--- src/rtl/cpu_host_pkg.sv ---
// cpu_host_pkg: opcodes, controller states and default memory depth shared by the host controller.
package cpu_host_pkg;
    localparam int DEF_MEM_DEPTH = 8;
    localparam logic [1:0] OP_LOAD = 2'b00;
    localparam logic [1:0] OP_RUN  = 2'b01;
    localparam logic [1:0] OP_HALT = 2'b10;
    localparam logic [1:0] OP_STEP = 2'b11;
    typedef enum logic [2:0] {IDLE, LD_CNT, LD_DATA, ST_CNT, STEPPING} state_t;
endpackage

--- src/rtl/cpu_host_stepper.sv ---
// cpu_host_stepper: K-cycle down-counter; busy is high for exactly K cycles after load.
module cpu_host_stepper #(
    parameter int STEP_W = 8
) (
    input  logic              clk,
    input  logic              rst_n,
    input  logic              load,
    input  logic [STEP_W-1:0] k,
    output logic              busy,
    output logic              last
);
    logic [STEP_W-1:0] cnt;
    assign last = busy && cnt == STEP_W'(1);
    always_ff @(posedge clk or negedge rst_n) begin
        if (!rst_n) begin
            cnt  <= '0;
            busy <= 1'b0;
        end else if (load) begin
            cnt  <= k;
            busy <= k != '0;
        end else if (busy) begin
            cnt  <= cnt - 1'b1;
            busy <= !last;
        end
    end
endmodule

--- src/rtl/cpu_host_ctrl.sv ---
// cpu_host_ctrl: byte-command host controller sequencing CPU program load, run, halt and bounded step.
module cpu_host_ctrl
    import cpu_host_pkg::*;
#(
    parameter int MEM_DEPTH = DEF_MEM_DEPTH,
    parameter int ADDR_W    = 4,
    parameter int STEP_W    = 8
) (
    input  logic              clk,
    input  logic              rst_n,
    input  logic              host_valid,
    input  logic [7:0]        host_data,
    output logic              host_ready,
    output logic              cpu_ena,
    output logic              cpu_load,
    output logic [ADDR_W-1:0] cpu_addr,
    output logic [7:0]        cpu_wdata,
    output logic              run_active,
    output logic              step_busy,
    output logic              err,
    output logic [7:0]        checksum
);
    localparam logic [ADDR_W-1:0] AMASK = ADDR_W'(MEM_DEPTH - 1);
    localparam logic [8:0] NMAX = 9'(MEM_DEPTH);
    state_t state;
    logic [7:0] cnt;
    logic [ADDR_W-1:0] addr;
    logic xfer, step_load, step_last;
    assign xfer = host_valid && host_ready;
    assign step_load = state == ST_CNT && xfer && host_data != 8'd0;
    assign cpu_ena = run_active | step_busy | cpu_load;
    cpu_host_stepper #(.STEP_W(STEP_W)) u_stepper (
        .clk   (clk),
        .rst_n (rst_n),
        .load  (step_load),
        .k     (STEP_W'(host_data)),
        .busy  (step_busy),
        .last  (step_last)
    );
    always_ff @(posedge clk or negedge rst_n) begin
        if (!rst_n) begin
            state      <= IDLE;
            host_ready <= 1'b0;
            cpu_load   <= 1'b0;
            cpu_addr   <= '0;
            cpu_wdata  <= '0;
            run_active <= 1'b0;
            err        <= 1'b0;
            checksum   <= '0;
            cnt        <= '0;
            addr       <= '0;
        end else begin
            cpu_load   <= 1'b0;
            host_ready <= 1'b1;
            case (state)
                IDLE: if (xfer) begin
                    err        <= 1'b0;
                    run_active <= host_data[7:6] == OP_RUN;
                    if (host_data[7:6] == OP_LOAD) begin
                        state    <= LD_CNT;
                        checksum <= '0;
                        addr     <= host_data[ADDR_W-1:0] & AMASK;
                    end else if (host_data[7:6] == OP_STEP) begin
                        state <= ST_CNT;
                    end
                end
                LD_CNT: if (xfer) begin
                    if (host_data == 8'd0 || {1'b0, host_data} > NMAX) begin
                        err   <= 1'b1;
                        state <= IDLE;
                    end else begin
                        cnt   <= host_data;
                        state <= LD_DATA;
                    end
                end
                LD_DATA: if (xfer) begin
                    cpu_load  <= 1'b1;
                    cpu_addr  <= addr;
                    cpu_wdata <= host_data;
                    checksum  <= checksum + host_data;
                    addr      <= (addr + 1'b1) & AMASK;
                    cnt       <= cnt - 8'd1;
                    if (cnt == 8'd1) state <= IDLE;
                end
                ST_CNT: if (xfer) begin
                    state      <= host_data != 8'd0 ? STEPPING : IDLE;
                    host_ready <= host_data == 8'd0;
                end
                STEPPING: begin
                    host_ready <= step_last;
                    if (step_last) state <= IDLE;
                end
                default: state <= IDLE;
            endcase
        end
    end
endmodule
--- config.mk ---
export PLATFORM = sky130hd
export DESIGN_NAME = cpu_host_ctrl
export DESIGN_NICKNAME = d
export VERILOG_FILES = /design/src/rtl/cpu_host_pkg.sv /design/src/rtl/cpu_host_stepper.sv /design/src/rtl/cpu_host_ctrl.sv
export SDC_FILE = /design/constraint.sdc
export NUM_CORES = 1
export LEC_CHECK = 0
export ABC_AREA = 0
export ABC_CLOCK_PERIOD_IN_PS = 5400
export CORE_MARGIN = 1
export CORE_UTILIZATION = 25
export DETAILED_ROUTE_END_ITERATION = 8
export GPL_TIMING_DRIVEN = 1
export PLACE_DENSITY = 0.48
export SYNTH_ARGS = -nofsm -noshare
export SYNTH_HDL_FRONTEND = slang
export SYNTH_SLANG_ARGS = --single-unit
--- constraint.sdc ---
create_clock -name clk -period 5.4 [get_ports clk]
set_input_delay 1.62 -clock clk [delete_from_list [all_inputs] [get_ports clk]]
set_output_delay 1.62 -clock clk [all_outputs]
set_load 0.05 [all_outputs]
-- Word-level counts from Yosys, hierarchy flattened
Index checks and enable logic that the tools add are counted.
W data, S select, Z words.
- reductions and logical operators: 20
- equal/unequal tests: 18
- muxes and demuxes: 35
- bitwise logic cells: 2
- add/sub/neg operators: 4
- magnitude comparators: 1
- operators with widths (cell ; count):
    $mux W8 ; 8
    $pmux W8 S2 ; 2
    $mux W3 ; 9
    $ne A2 B2 Y1 const B ; 9
    $eq A8 B1 Y1 const B ; 2
    $sub A8 B1 Y8 const B ; 2
    $pmux W3 S5 ; 1
    $mux W4 ; 3
    $reduce_and A4 Y1 ; 3
    $add A8 B8 Y8 ; 1
    $gt A8 B4 Y1 const B ; 1
    $logic_not A8 Y1 ; 1
    $mux W1 ; 8
    $pmux W4 S2 ; 1
    $reduce_bool A2 Y1 ; 4
    $reduce_bool A8 Y1 ; 1
    $reduce_and A7 Y1 ; 1
    $eq A3 B2 Y1 const B ; 2
    $logic_and A1 B1 Y1 ; 4
    $pmux W1 S2 ; 2
    $reduce_and A2 Y1 ; 2
    $add A3 B1 Y3 const B ; 1
    $eq A3 B1 Y1 const B ; 1
    $eq A3 B3 Y1 const B ; 1
    other kinds (9) ; 10
- output and inout port bits: 26
- logic and storage cells: 92
- flip-flop bits (word level): 48

-- Depth between registers and ports, before layout
- word-level depth: 5
- mapped depth: 9
- depth with buffers taken out: 9

-- By module
A second synthesis with hierarchy kept.
- cell total of the unflattened synthesis: 298
- area total of the unflattened synthesis: 2707.6 µm²
- by module, submodules not included (module ; area an instance (µm²) ; sequential area each (µm²) ; instances ; cells each):
    cpu_host_ctrl ; 2184.6 ; 925.9 ; 1 ; 242
    cpu_host_stepper ; 523.0 ; 225.2 ; 1 ; 56

-- Worst setup path after synthesis
No wires, ideal clock.
- kind: input to register
- from: input port host_data[6]
- to: register u_stepper.cnt[5]
- arrival time: 3.000 ns
- path slack: 2.272 ns
- cell stages on the path: 8
- cell sequence: inv_1 > ha_1 > nor2b_1 > nand2_1 > nor2_1 > nor4_2 > buf_2 > o21ai_0
- longest elaborated chain between the ends: 3
- RTL lines (element ; RTL line ; RTL):
    start: declaration ; cpu_host_ctrl.sv:12 ; input logic [7:0] host_data,
    $reduce_bool A8 Y1 * ; cpu_host_ctrl.sv:30 ; assign step_load = state == ST_CNT && xfer && host_data != 8'd0;
    $logic_and A1 B1 Y1 * ; cpu_host_ctrl.sv:30 ;
    $mux W8 / $reduce_bool A2 Y1 (equally long branches) ; n/a ;
    end signal: assignment ; cpu_host_stepper.sv:19 ; cnt <= k;
    end signal: assignment ; cpu_host_stepper.sv:22 ; cnt <= cnt - 1'b1;
    end: declaration ; cpu_host_stepper.sv:12 ; logic [STEP_W-1:0] cnt;
Mark *: on every way between the ends. The rest lies on a longest branch, timed or not.
A chain may end at the register's enable or synchronous reset.

-- Final worst setup path
- from: input port host_data[6]
- to: register cnt[2]
- longest elaborated chain between the ends: 4
- RTL lines (element ; RTL line ; RTL):
    $gt A8 B4 Y1 / $logic_not A8 Y1 (equally long branches) ; cpu_host_ctrl.sv:68 ; if (host_data == 8'd0 || {1'b0, host_data} > NMAX) begin
    $logic_or A1 B1 Y1 * ; cpu_host_ctrl.sv:68 ;
    $ne A2 B2 Y1 (no line) * ; n/a ;
    $reduce_and A4 Y1 (no line) * ; n/a ;
    end signal: assignment ; cpu_host_ctrl.sv:72 ; cnt <= host_data;
    end signal: assignment ; cpu_host_ctrl.sv:82 ; cnt <= cnt - 8'd1;
    end: declaration ; cpu_host_ctrl.sv:26 ; logic [7:0] cnt;
Marked as above.

==> metrics.yaml <==
power:
  comb_power_share_pct: 53.2
  cellInternalPower_mw: 1.040
  p_leak_nw: 1.366
  power_mw: 1.969
  p_sw_share_pct: 47.20
  switchingPower_mw: 0.9294
  seqPwrFrac_pct: 33.6
  p_clk_share_pct: 13.2
  ir_drop_v: 0.0002522
  power_density_mw_per_mm2: 624.3
setup_path:
  critPathSlowestCell: "nor2_1"
  critPathCaptureType: "register"
  cp_max_fo: 14
  path_cells: "clkdlybuf4s50_1 -> inv_1 -> ha_1 -> nor2b_1 -> a211o_1 -> a21oi_1 -> nor2_1 -> nor2_1 -> o22a_1"
  path_buf_inv: 2
  path_class: "input pin to register"
  crit_path_start_kind: "input pin"
  critPathTopFamily: "simple AND/OR/NAND/NOR gates"
  cp.required_ns: 5.60
  arrival_ns: 4.10
  cpPeakStageDelay_ns: 0.65
  crit_path_frequent_cell: "nor2_1"
run:
  drv_cap: 0
sta:
  relSlewSlack_pct: 28.60
  post-route-period-util_pct: 72.16
  tightest_slew_ns: 1.071
  worst_slack_ns: 1.503
  setup_viol: 0
  finalClockSkew_ns: 0.01101
  tns_ns: 0
  holdWs_ns: 0.4867
  drv_slew: 0
  hold_viol_final: 0
  rsz0062_at_grt: "no"
  fmax_ghz: 0.2566
  period_minus_slack_ns: 3.897
placed_design:
  dp_slack_ns: 1.163
  io_buffers: 35
  gp_congestion: 0.7901
  dp_hpwl_microns: 4696
  post_dp_cell_area_sq_mm: 0.003044
global_route:
  grt.met2_usage_pct: 20.47
  grt_overflow_total: 0
  met1_usage_pct: 17.19
  grt_pass1_wl_microns: 10890
  first_global_vias: 2119
  grt_use_met3_pct: 3.335
  grt_max_degree: 47
  top_usage_layer: "met2"
  track_usage_pct: 12.93
  antenna_found_initial: 0
layout:
  num-nets-final: 349
  areaGrowthSynthToFinish_pct: 22.32
  final_cell_mix: "54 x nand2_1, 46 x dfrtp_1, 34 x clkdlybuf4s50_1"
  fill_cells: 1024
  antenna_cells: 0
  final_common_cell: "nand2_1"
  multiInputGateArea_sq_mm: 0.001299
  final_cell_area_sq_mm: 0.003154
  layout-drive-gt1-share_pct: 6.192
  seq_area_sq_mm: 0.001151
clock_tree:
  cts.sinks: 46
  cts_tree: "yes"
  root_buffer: "clkbuf_8"
  cts_setup_buffers: 0
  post_cts_resized: 0
  clk_path_buf_depth: 2
  h-tree-depth: 2
  cts_hold_buf: 0
  path_clk_slew_ns: 0.09
  cts_buffers: 5
  clock_latency_ns: 0.31
yosys:
  synth_cells: 290
  ys_dominant_reg_cell: "dfrtp_1"
  ys_types: 50
  synth_nets: 317
  async_flop_share_pct: 100.0
  ys_seq_area_share_pct: 44.64
  ys_warn_count: 0
  synth_seq_cells: 46
  synth_area_sq_mm: 0.002579
  syn_avg_cell_area_sq_um: 8.892
  synth-edff-count: 0
detailed_routing:
  drt_iter0_drc: 90
  routed_wl_microns: 6585
  ant_nets: 0
  firstDrtPassIters: 4
  routed_via_density: 4.711
  wl_per_cell_microns: 14.44
  num_vias: 2148
  drcViolationCount: 0
floorplanning:
  die-area_sq_mm: 0.01072
  initial_utilization_pct: 26.14
  core_area_sq_mm: 0.009864
  rows: 36
  num_io_pins: 37
  die_w_microns: 103.6
  die_y_microns: 103.6
status:
  outcome: "completed"
worst_hold_path:
  hold_class: "register to register"
[power by group through the flow]
stage	logic, mW	registers (mW)	clock network (mW)
after floorplan	0.533	0.880	0
after global placement	1.04	0.667	0
after detailed placement	1.06	0.666	0
after CTS	1.06	0.663	0.271
after global routing	1.15	0.689	0.282
final	1.05	0.662	0.260
[cells by family after synthesis]
kind of cell               synth area share, %
AOI/OAI and AO/OA                        16.69
xor gates and xnor gates                 3.396
adders and majority gates                8.054
buffers and inverters                    4.997
DFF                                      44.64
muxes                                    1.261
other                                   0.1454
and+or+nand+nor                          20.82
[metrics by stage]
| stage | std cells | utilization [%] |
|---|---|---|
| 6_report | 456 | 31.98 |
| 3_3_place_gp | 448 | 30.86 |
| 3_5_place_dp | 448 | 30.86 |
| 5_1_grt | 456 | 31.98 |
| 4_1_cts | 456 | 31.98 |
| 2_1_floorplan | 290 | - |
[sequential cells by signal (all words and copies together) (netlist names)]
register / count
state: 3
host_ready: 1
cnt: 8
cpu_load: 1
cpu_addr: 3
checksum: 8
u_stepper.busy: 1
u_stepper.cnt: 8
run_active: 1
cpu_wdata: 8
err: 1
addr: 3
[worst paths after layout]
check	slack, ns	from	depth (start not counted)	to
setup / recovery	1.50	host_data[6]	9	cnt[2]
hold / removal	0.49	cpu_addr[2]	2	cpu_addr[2]
setup reg to reg	2.87	state[1]	7	cnt[2]
hold reg to reg	0.49	cpu_addr[2]	2	cpu_addr[2]
max in group asynchronous	3.23	rst_n	1	state[2]
min in group asynchronous	1.51	rst_n	1	cpu_wdata[4]
[cells in the mapped netlist (5+ instances only)]
master | n | area, sq um
xnor2_1 | 5 | 43.79
nor2_1 | 31 | 116.4
inv_1 | 14 | 52.55
xor2_1 | 5 | 43.79
nor3_1 | 10 | 50.05
o21ai_0 | 20 | 100.1
a21oi_1 | 17 | 85.08
clkbuf_1 | 7 | 26.28
dfrtp_1 | 46 | 1151
nand2_1 | 54 | 202.7
ha_1 | 15 | 187.7
o22a_1 | 5 | 43.79
[routing by layer]
metal	wire, microns	share of wire [%]
met5	0	0
met4	68	1.0
met3	282	4.3
met2	3064	47
met1	3171	48
[worst register-to-register path, cell delays in order, from the launching register on]
cell and delay, ns:
dfrtp_1 0.50, nor3b_1 0.20, nand3_1 0.11, buf_4 0.28, inv_1 0.31, nor2_1 0.73, nor2_1 0.11, o22a_1 0.20
[final cells by class]
| class | count | share of cell area, % |
|---|---|---|
| Clock inverter | 2 | 1.190 |
| Multi-Input combinational cell | 216 | 41.17 |
| Clock buffer | 6 | 2.301 |
| Sequential cell | 46 | 36.49 |
| Inverter | 14 | 1.666 |
| Timing Repair Buffer | 39 | 11.90 |
| Tap cell | 133 | 5.276 |
No activity file was read; power rests on OpenSTA's default activity.
